$ cat src/rtl/program_loader.sv
// Byte-stream program loader: reads a 16-bit word count, packs bytes MSB-first into
// 32-bit words, writes them to instruction RAM and holds the CPU in reset until done.
module program_loader #(
  parameter logic [15:0] BASE_ADDR  = 16'h0000,
  parameter logic [15:0] MAX_WORDS  = 16'd1024,
  parameter int unsigned WRITE_HOLD = 2
) (
  input  logic        clk,
  input  logic        reset,
  input  logic        start,
  input  logic [7:0]  byte_in,
  input  logic        byte_valid,
  output logic        byte_ready,
  output logic        mem_enable,
  output logic        mem_read_write,
  output logic [15:0] mem_address,
  output logic [31:0] mem_data_in,
  output logic        busy,
  output logic        done,
  output logic        error,
  output logic        cpu_reset_n,
  output logic [15:0] words_written
);

  typedef enum logic [2:0] {
    S_IDLE, S_HDR_HI, S_HDR_LO, S_COLLECT, S_WRITE, S_DONE
  } state_t;

  localparam logic [3:0] HOLD_LAST = 4'(WRITE_HOLD - 1);

  state_t      state_q;
  logic [15:0] count_q, widx_q, ww_q, addr_q;
  logic [1:0]  bidx_q;
  logic [23:0] shift_q;
  logic [31:0] data_q;
  logic [3:0]  hold_q;
  logic        ready_q, me_q, rw_q, busy_q, done_q, err_q, cpu_q;

  logic        xfer;
  logic [15:0] count_full;
  logic [15:0] widx_inc;

  assign xfer       = byte_valid && ready_q;
  assign count_full = {count_q[15:8], byte_in};
  assign widx_inc   = widx_q + 16'd1;

  always_ff @(posedge clk) begin
    if (!reset) begin
      state_q <= S_IDLE;
      count_q <= '0;
      widx_q  <= '0;
      ww_q    <= '0;
      addr_q  <= '0;
      bidx_q  <= '0;
      shift_q <= '0;
      data_q  <= '0;
      hold_q  <= '0;
      ready_q <= 1'b0;
      me_q    <= 1'b0;
      rw_q    <= 1'b1;
      busy_q  <= 1'b0;
      done_q  <= 1'b0;
      err_q   <= 1'b0;
      cpu_q   <= 1'b0;
    end else begin
      case (state_q)
        S_IDLE: begin
          if (start) begin
            state_q <= S_HDR_HI;
            busy_q  <= 1'b1;
            ready_q <= 1'b1;
          end
        end
        S_HDR_HI: begin
          if (xfer) begin
            count_q[15:8] <= byte_in;
            state_q       <= S_HDR_LO;
          end
        end
        S_HDR_LO: begin
          if (xfer) begin
            count_q <= count_full;
            bidx_q  <= '0;
            widx_q  <= '0;
            if (count_full == 16'd0) begin
              state_q <= S_DONE;
              ready_q <= 1'b0;
              busy_q  <= 1'b0;
              done_q  <= 1'b1;
              cpu_q   <= 1'b1;
            end else if (count_full > MAX_WORDS) begin
              state_q <= S_DONE;
              ready_q <= 1'b0;
              busy_q  <= 1'b0;
              done_q  <= 1'b1;
              err_q   <= 1'b1;
            end else begin
              state_q <= S_COLLECT;
            end
          end
        end
        S_COLLECT: begin
          if (xfer) begin
            shift_q <= {shift_q[15:0], byte_in};
            bidx_q  <= bidx_q + 2'd1;
            // The fourth byte completes the word: launch the write directly.
            if (bidx_q == 2'd3) begin
              state_q <= S_WRITE;
              ready_q <= 1'b0;
              me_q    <= 1'b1;
              rw_q    <= 1'b0;
              addr_q  <= BASE_ADDR + widx_q;
              data_q  <= {shift_q, byte_in};
              hold_q  <= '0;
            end
          end
        end
        S_WRITE: begin
          if (hold_q == HOLD_LAST) begin
            me_q   <= 1'b0;
            rw_q   <= 1'b1;
            widx_q <= widx_inc;
            ww_q   <= ww_q + 16'd1;
            if (widx_inc == count_q) begin
              state_q <= S_DONE;
              busy_q  <= 1'b0;
              done_q  <= 1'b1;
              cpu_q   <= 1'b1;
            end else begin
              state_q <= S_COLLECT;
              ready_q <= 1'b1;
            end
          end else begin
            hold_q <= hold_q + 4'd1;
          end
        end
        S_DONE: begin
          if (start) begin
            state_q <= S_HDR_HI;
            busy_q  <= 1'b1;
            ready_q <= 1'b1;
            done_q  <= 1'b0;
            err_q   <= 1'b0;
            cpu_q   <= 1'b0;
            ww_q    <= '0;
            widx_q  <= '0;
          end
        end
        default: state_q <= S_IDLE;
      endcase
    end
  end

  assign byte_ready     = ready_q;
  assign mem_enable     = me_q;
  assign mem_read_write = rw_q;
  assign mem_address    = addr_q;
  assign mem_data_in    = data_q;
  assign busy           = busy_q;
  assign done           = done_q;
  assign error          = err_q;
  assign cpu_reset_n    = cpu_q;
  assign words_written  = ww_q;

endmodule

$ cat config.mk
export PLATFORM = sky130hd
export DESIGN_NAME = program_loader
export DESIGN_NICKNAME = d
export VERILOG_FILES = /design/src/rtl/program_loader.sv
export SDC_FILE = /design/constraint.sdc
export NUM_CORES = 1
export LEC_CHECK = 0
export CORE_MARGIN = 10
export CORE_UTILIZATION = 55
export CTS_CLUSTER_DIAMETER = 100
export DETAILED_ROUTE_END_ITERATION = 12
export PLACE_DENSITY = 0.83
export SETUP_SLACK_MARGIN = 0.5
export SYNTH_ARGS = -nofsm -noshare
export SYNTH_HDL_FRONTEND = slang
export SYNTH_SLANG_ARGS = --single-unit
$ cat constraint.sdc
create_clock -name clk -period 6.9 [get_ports clk]
set_clock_uncertainty 0.15 [all_clocks]
set_input_delay 1.035 -clock clk [delete_from_list [all_inputs] [get_ports clk]]
set_output_delay 1.035 -clock clk [all_outputs]
set_load 0.03 [all_outputs]
# After elaboration in Yosys (flattened, before gate mapping)
# Cells that the tools add are included.
[word_totals]
inputBits = 12
regBits = 136
out_inout_bits = 71
[classes]
n_bitwise = 1
eq_ne = 22
add_sub_neg = 4
magnitude_cmp = 1
reduce_logical = 26
mux = 56
[op_table]
columns = ["cell", "n"]
rows = [
  ["$mux W16", 4],
  ["$pmux W16 S3", 1],
  ["$add A16 B1 Y16 const B", 2],
  ["$pmux W16 S2", 1],
  ["$mux W3", 9],
  ["$mux W1", 24],
  ["$ne A2 B2 Y1 const B", 12],
  ["$reduce_and A6 Y1", 4],
  ["$eq A16 B16 Y1", 1],
  ["$gt A16 B11 Y1 const B", 1],
  ["$logic_not A16 Y1", 1],
  ["$pmux W8 S2", 1],
  ["$pmux W3 S5", 1],
  ["$mux W4", 3],
  ["$reduce_and A3 Y1", 4],
  ["$reduce_and A4 Y1", 3],
  ["$pmux W1 S3", 3],
  ["$mux W8", 1],
  ["$pmux W4 S2", 1],
  ["$reduce_and A8 Y1", 1],
  ["$reduce_bool A2 Y1", 4],
  ["$eq A3 B2 Y1 const B", 2],
  ["$eq A3 B3 Y1 const B", 2],
  ["$pmux W1 S2", 3],
  ["other kinds (18)", 21],
]

# Logic depth before layout (Yosys ltp)
[depth]
depth_word = 5
ltp_mapped = 9
depth_no_buf = 9

# Worst setup path after synthesis
# No wires, ideal clock.
[synth_timing]
path_kind = "register to register"
startpoint = "register widx_q[0]"
endpoint = "register state_q[1]"
path_stages_with_launch = 10
period_less_slack_ns = 2.780
arrival_time_ns = 2.511
setup_time_ns = 0.120
slack_ns = 4.120
n_path_buf = 1
path_cell_list = "dfxtp_1 -> ha_1 -> buf_6 -> nand4_4 -> nor4_4 -> xnor2_1 -> or4_4 -> a2111oi_4 -> nor2_2 -> o31a_1"
[synth_via]
elab_chain_len = 5
[synth_rtl]
columns = ["element", "line", "source"]
rows = [
  ["start: declaration", "32", "logic [15:0] count_q, widx_q, ww_q, addr_q;"],
  ["start signal: assignment", "122", "widx_q <= widx_inc;"],
  ["$add A16 B1 Y16", "45", "assign widx_inc = widx_q + 16'd1;"],
  ["$eq A16 B16 Y1", "124", "if (widx_inc == count_q) begin"],
  ["$mux W3", "124", ""],
  ["$mux W3", "119", "if (hold_q == HOLD_LAST) begin"],
  ["$pmux W3 S5", "66", "case (state_q)"],
  ["end signal: assignment", "69", "state_q <= S_HDR_HI;"],
  ["end signal: assignment", "125", "state_q <= S_DONE;"],
  ["end signal: assignment", "130", "state_q <= S_COLLECT;"],
  ["end: declaration", "31", "state_t state_q;"],
]
# Every way passes these cells. The select of a mux whose other input is x is not followed.
# A chain may end at the register's enable or synchronous reset.

# Worst setup path after layout
[layout_timing]
startpoint = "input port byte_valid"
endpoint = "register hold_q[0]"
[layout_via]
elab_chain_len = 3
[layout_rtl]
columns = ["element", "line", "source"]
rows = [
  ["start: declaration", "12", "input logic byte_valid,"],
  ["$logic_and A1 B1 Y1", "43", "assign xfer = byte_valid && ready_q;"],
  ["$ne A2 B2 Y1 (no source line)", "-", ""],
  ["$reduce_and A4 Y1 (no source line)", "-", ""],
  ["end signal: assignment", "134", "hold_q <= hold_q + 4'd1;"],
  ["end: declaration", "36", "logic [3:0] hold_q;"],
]
# Every way passes these cells.

==> impl_metrics.ini <==
[status]
status = completed

[pwr]
powerDensity_nw_per_um2 = 228.1
total_leakage_power_nw = 2.589
combPwrFrac_pct = 5.1
seq_power_share_pct = 46.1
clockPowerShare_pct = 48.8
netSwitchingFraction_pct = 23.39
peakVddDrop_mv = 0.1692
power_switching_mw = 0.4083
intPower_mw = 1.337

[clocking]
root_buffer = clkbuf_16
post_cts_resized = 0
h-tree-depth = 4
cts_tree = built
post_cts_buffers = 0
clock_path_buffers = 2
postCtsHoldBufs = 0
clk_latency_ns = 0.42
cts_buffers = 17
clock_sinks = 136
clk_pin_slew_ns = 0.06

[run]
drv_cap = 0

[grt]
grt_use_met2_pct = 33.05
groute.layer.met1.usage_pct = 22.53
grt_first_pass_wirelength_um = 26360
antenna_found_initial = 0
grt_max_degree = 123
grt_use_total_pct = 19.56
grt.busiest_layer = met2
grt_pass1_vias = 5462
overflow = 0
grtUsageMet3_pct = 6.664

[detailed_routing]
drt_iter0_markers = 360
drc = 0
num_vias = 5478
antenna_left = 0
drt-wirelength-per-cell_um = 16.21
routed_wl_um = 15830
vias_per_cell = 5.613
drt-pass1-iter-count = 5

[timing]
fmax_mhz = 298.8
min_period_ns = 3.347
setup_ws_ns = 3.553
worst_slew_pin_slew_ns = 1.056
timing.final.crit_share_pct = 48.50
tns_ns = 0
slew_headroom_pct = 29.34
rsz0062_at_grt = no
hold_viol = 0
setup_viol = 0
slew_viol_final = 0
hold_ws_ns = 0.3121

[setup_path]
critPathLaunch = byte_valid
startpoint_type = input pin
crit_arrival_ns = 3.51
crit_path_max_fanout = 44
r2r-end = cpu_reset_n$_SDFFE_PN0P_
ff2ff_path_depth = 8
cpPeakStageDelay_ns = 0.47
regToRegSetupSlack_ns = 3.62
critPathKind = input pin to register
crit_required_ns = 7.06
path_cells = clkdlybuf4s50_1 > nand2_1 > or2_2 > nor2_1 > buf_4 > nand2_1 > buf_4 > nand3_1 > o21ai_0 > and2_1
slowest_stage = clkdlybuf4s50_1
worstSetupEndpoint = hold_q[0]$_SDFFE_PN0P_
r2r_start = widx_q[0]$_SDFFE_PN0P_
endpoint_kind = register

[worst_hold_path]
hold_path.class = register to register

[final_layout]
layout-drive-gt1-share_pct = 6.363
num_antenna_cells = 0
mostFrequentLayoutCell = nand2_1
fillers = 929
syn2layout_area_growth_pct = 21.59
nets = 837
most-common-layout-cells = nand2_1 (188), dfxtp_1 (136), a21boi_0 (86)
post-route-util_pct = 67.58

[place]
place_ws_ns = 3.138
dp_hpwl_um = 10850
portBuffers = 82
place.gp.congestion = 0.9259

[die]
start_util_pct = 55.58
dieWidth_um = 127.0
die-area_um2 = 16120
fp.dieH_um = 127.0
io_pins = 83
rows = 39
design.core.area_um2 = 11320

[yosys]
synth_area_per_cell_um2 = 8.214
ys_types = 59
netlist_area_um2 = 6292
async_flop_share_pct = 0
ys.flop_type = dfxtp_1
yosys_warnings = 0
synth-edff-count = 0
synthCells = 766
yosysSeqAreaShare_pct = 43.27
synth_fp_nets = 783
ys_ff_latch = 136
## cells by family after synthesis
family,after synthesis,synth area share [%]
buffers and inverters,59,4.235
AO/OA/AOI/OAI,177,19.49
AND/OR/NAND/NOR,343,25.37
XOR/XNOR,35,4.872
flip-flops,136,43.27
adder cells (fa/ha/maj),5,0.9942
multiplexers,11,1.770
## flip-flops by register name, indices dropped and copies added (netlist names)
name,flops
count_q,16
mem_address,16
hold_q,4
widx_q,16
byte_ready,1
done,1
bidx_q,2
shift_q,24
error,1
mem_data_in,32
cpu_reset_n,1
busy,1
words_written,16
state_q,3
mem_read_write,1
mem_enable,1
## metrics by stage
step                      instance area (µm²)  power, mW  std cells
after floorplan                          6292     0.8795        766
after global placement                   7088     0.9067        944
after detailed placement                 7088     0.9086        944
after CTS                                7651      1.759        976
after global routing                     7651      1.803        976
final                                    7651      1.746        976
## cell type report
cell class	count	area, µm²	share of cell area [%]
Clock buffer	18	439.2	5.740
Inverter	6	22.52	0.2944
Clock inverter	14	123.9	1.619
Timing Repair Buffer	88	860.8	11.25
Sequential cell	136	2723	35.58
Tap cell	143	178.9	2.339
Multi-Input combinational cell	571	3303	43.17
## Yosys cell counts, drive strengths merged, types with 3 or more instances
library cell  count  area (µm²)
nand2           188       705.7
dfxtp           136        2723
a21boi           86       645.6
clkbuf           42       160.1
nor2             42       160.2
o21ai            37       185.2
nand3            23       125.1
a21oi            22       110.1
nor2b            20       125.1
xnor2            18       157.7
xor2             17       148.9
nor3             15       75.07
buf              11       83.82
nand4            11       83.83
and3             10       62.56
mux2i            10       100.1
a21o              8       60.06
and2              6       37.54
inv               6       22.52
ha                5       62.56
or3               5       31.28
a22oi             4       30.03
a31oi             4       25.02
nand2b            4       25.02
nor4              4       40.04
or4               4       33.78
nand4b            3       26.28
## worst min path at each step
stage / start / to / cells past startpoint
final: mem_data_in[3]$_SDFFE_PN0P_ / mem_data_in[3]$_SDFFE_PN0P_ / 2
after global routing: mem_address[13]$_SDFFE_PN0P_ / mem_address[13]$_SDFFE_PN0P_ / 2
after CTS: mem_address[9]$_SDFFE_PN0P_ / mem_address[9]$_SDFFE_PN0P_ / 2
after detailed placement: mem_address[9]$_SDFFE_PN0P_ / mem_address[9]$_SDFFE_PN0P_ / 2
after global placement: mem_data_in[3]$_SDFFE_PN0P_ / mem_data_in[3]$_SDFFE_PN0P_ / 2
after floorplan: shift_q[16]$_SDFFE_PN0P_ / mem_data_in[24]$_SDFFE_PN0P_ / 2
## metal layers
metal	vias up	routed length (µm)
li1	2717	-
met1	2583	6847
met2	155	7697
met3	23	1086
met4	0	194
met5	-	0
## critical path: cells and delay by family
kind            cells  cell delay (ns)
compound gates      1             0.08
simple gates        6             1.29
buf+inv             3             1.09
## power groups by stage
stage / Clock [mW] / Sequential, mW / Combinational [mW]
6_report: 0.853 / 0.805 / 0.0882
5_1_grt: 0.901 / 0.806 / 0.0961
4_1_cts: 0.867 / 0.804 / 0.0879
3_5_place_dp: 0 / 0.821 / 0.0873
3_3_place_gp: 0 / 0.821 / 0.0861
2_1_floorplan: 0 / 0.818 / 0.0614
No activity file was read; power rests on OpenSTA's default activity.
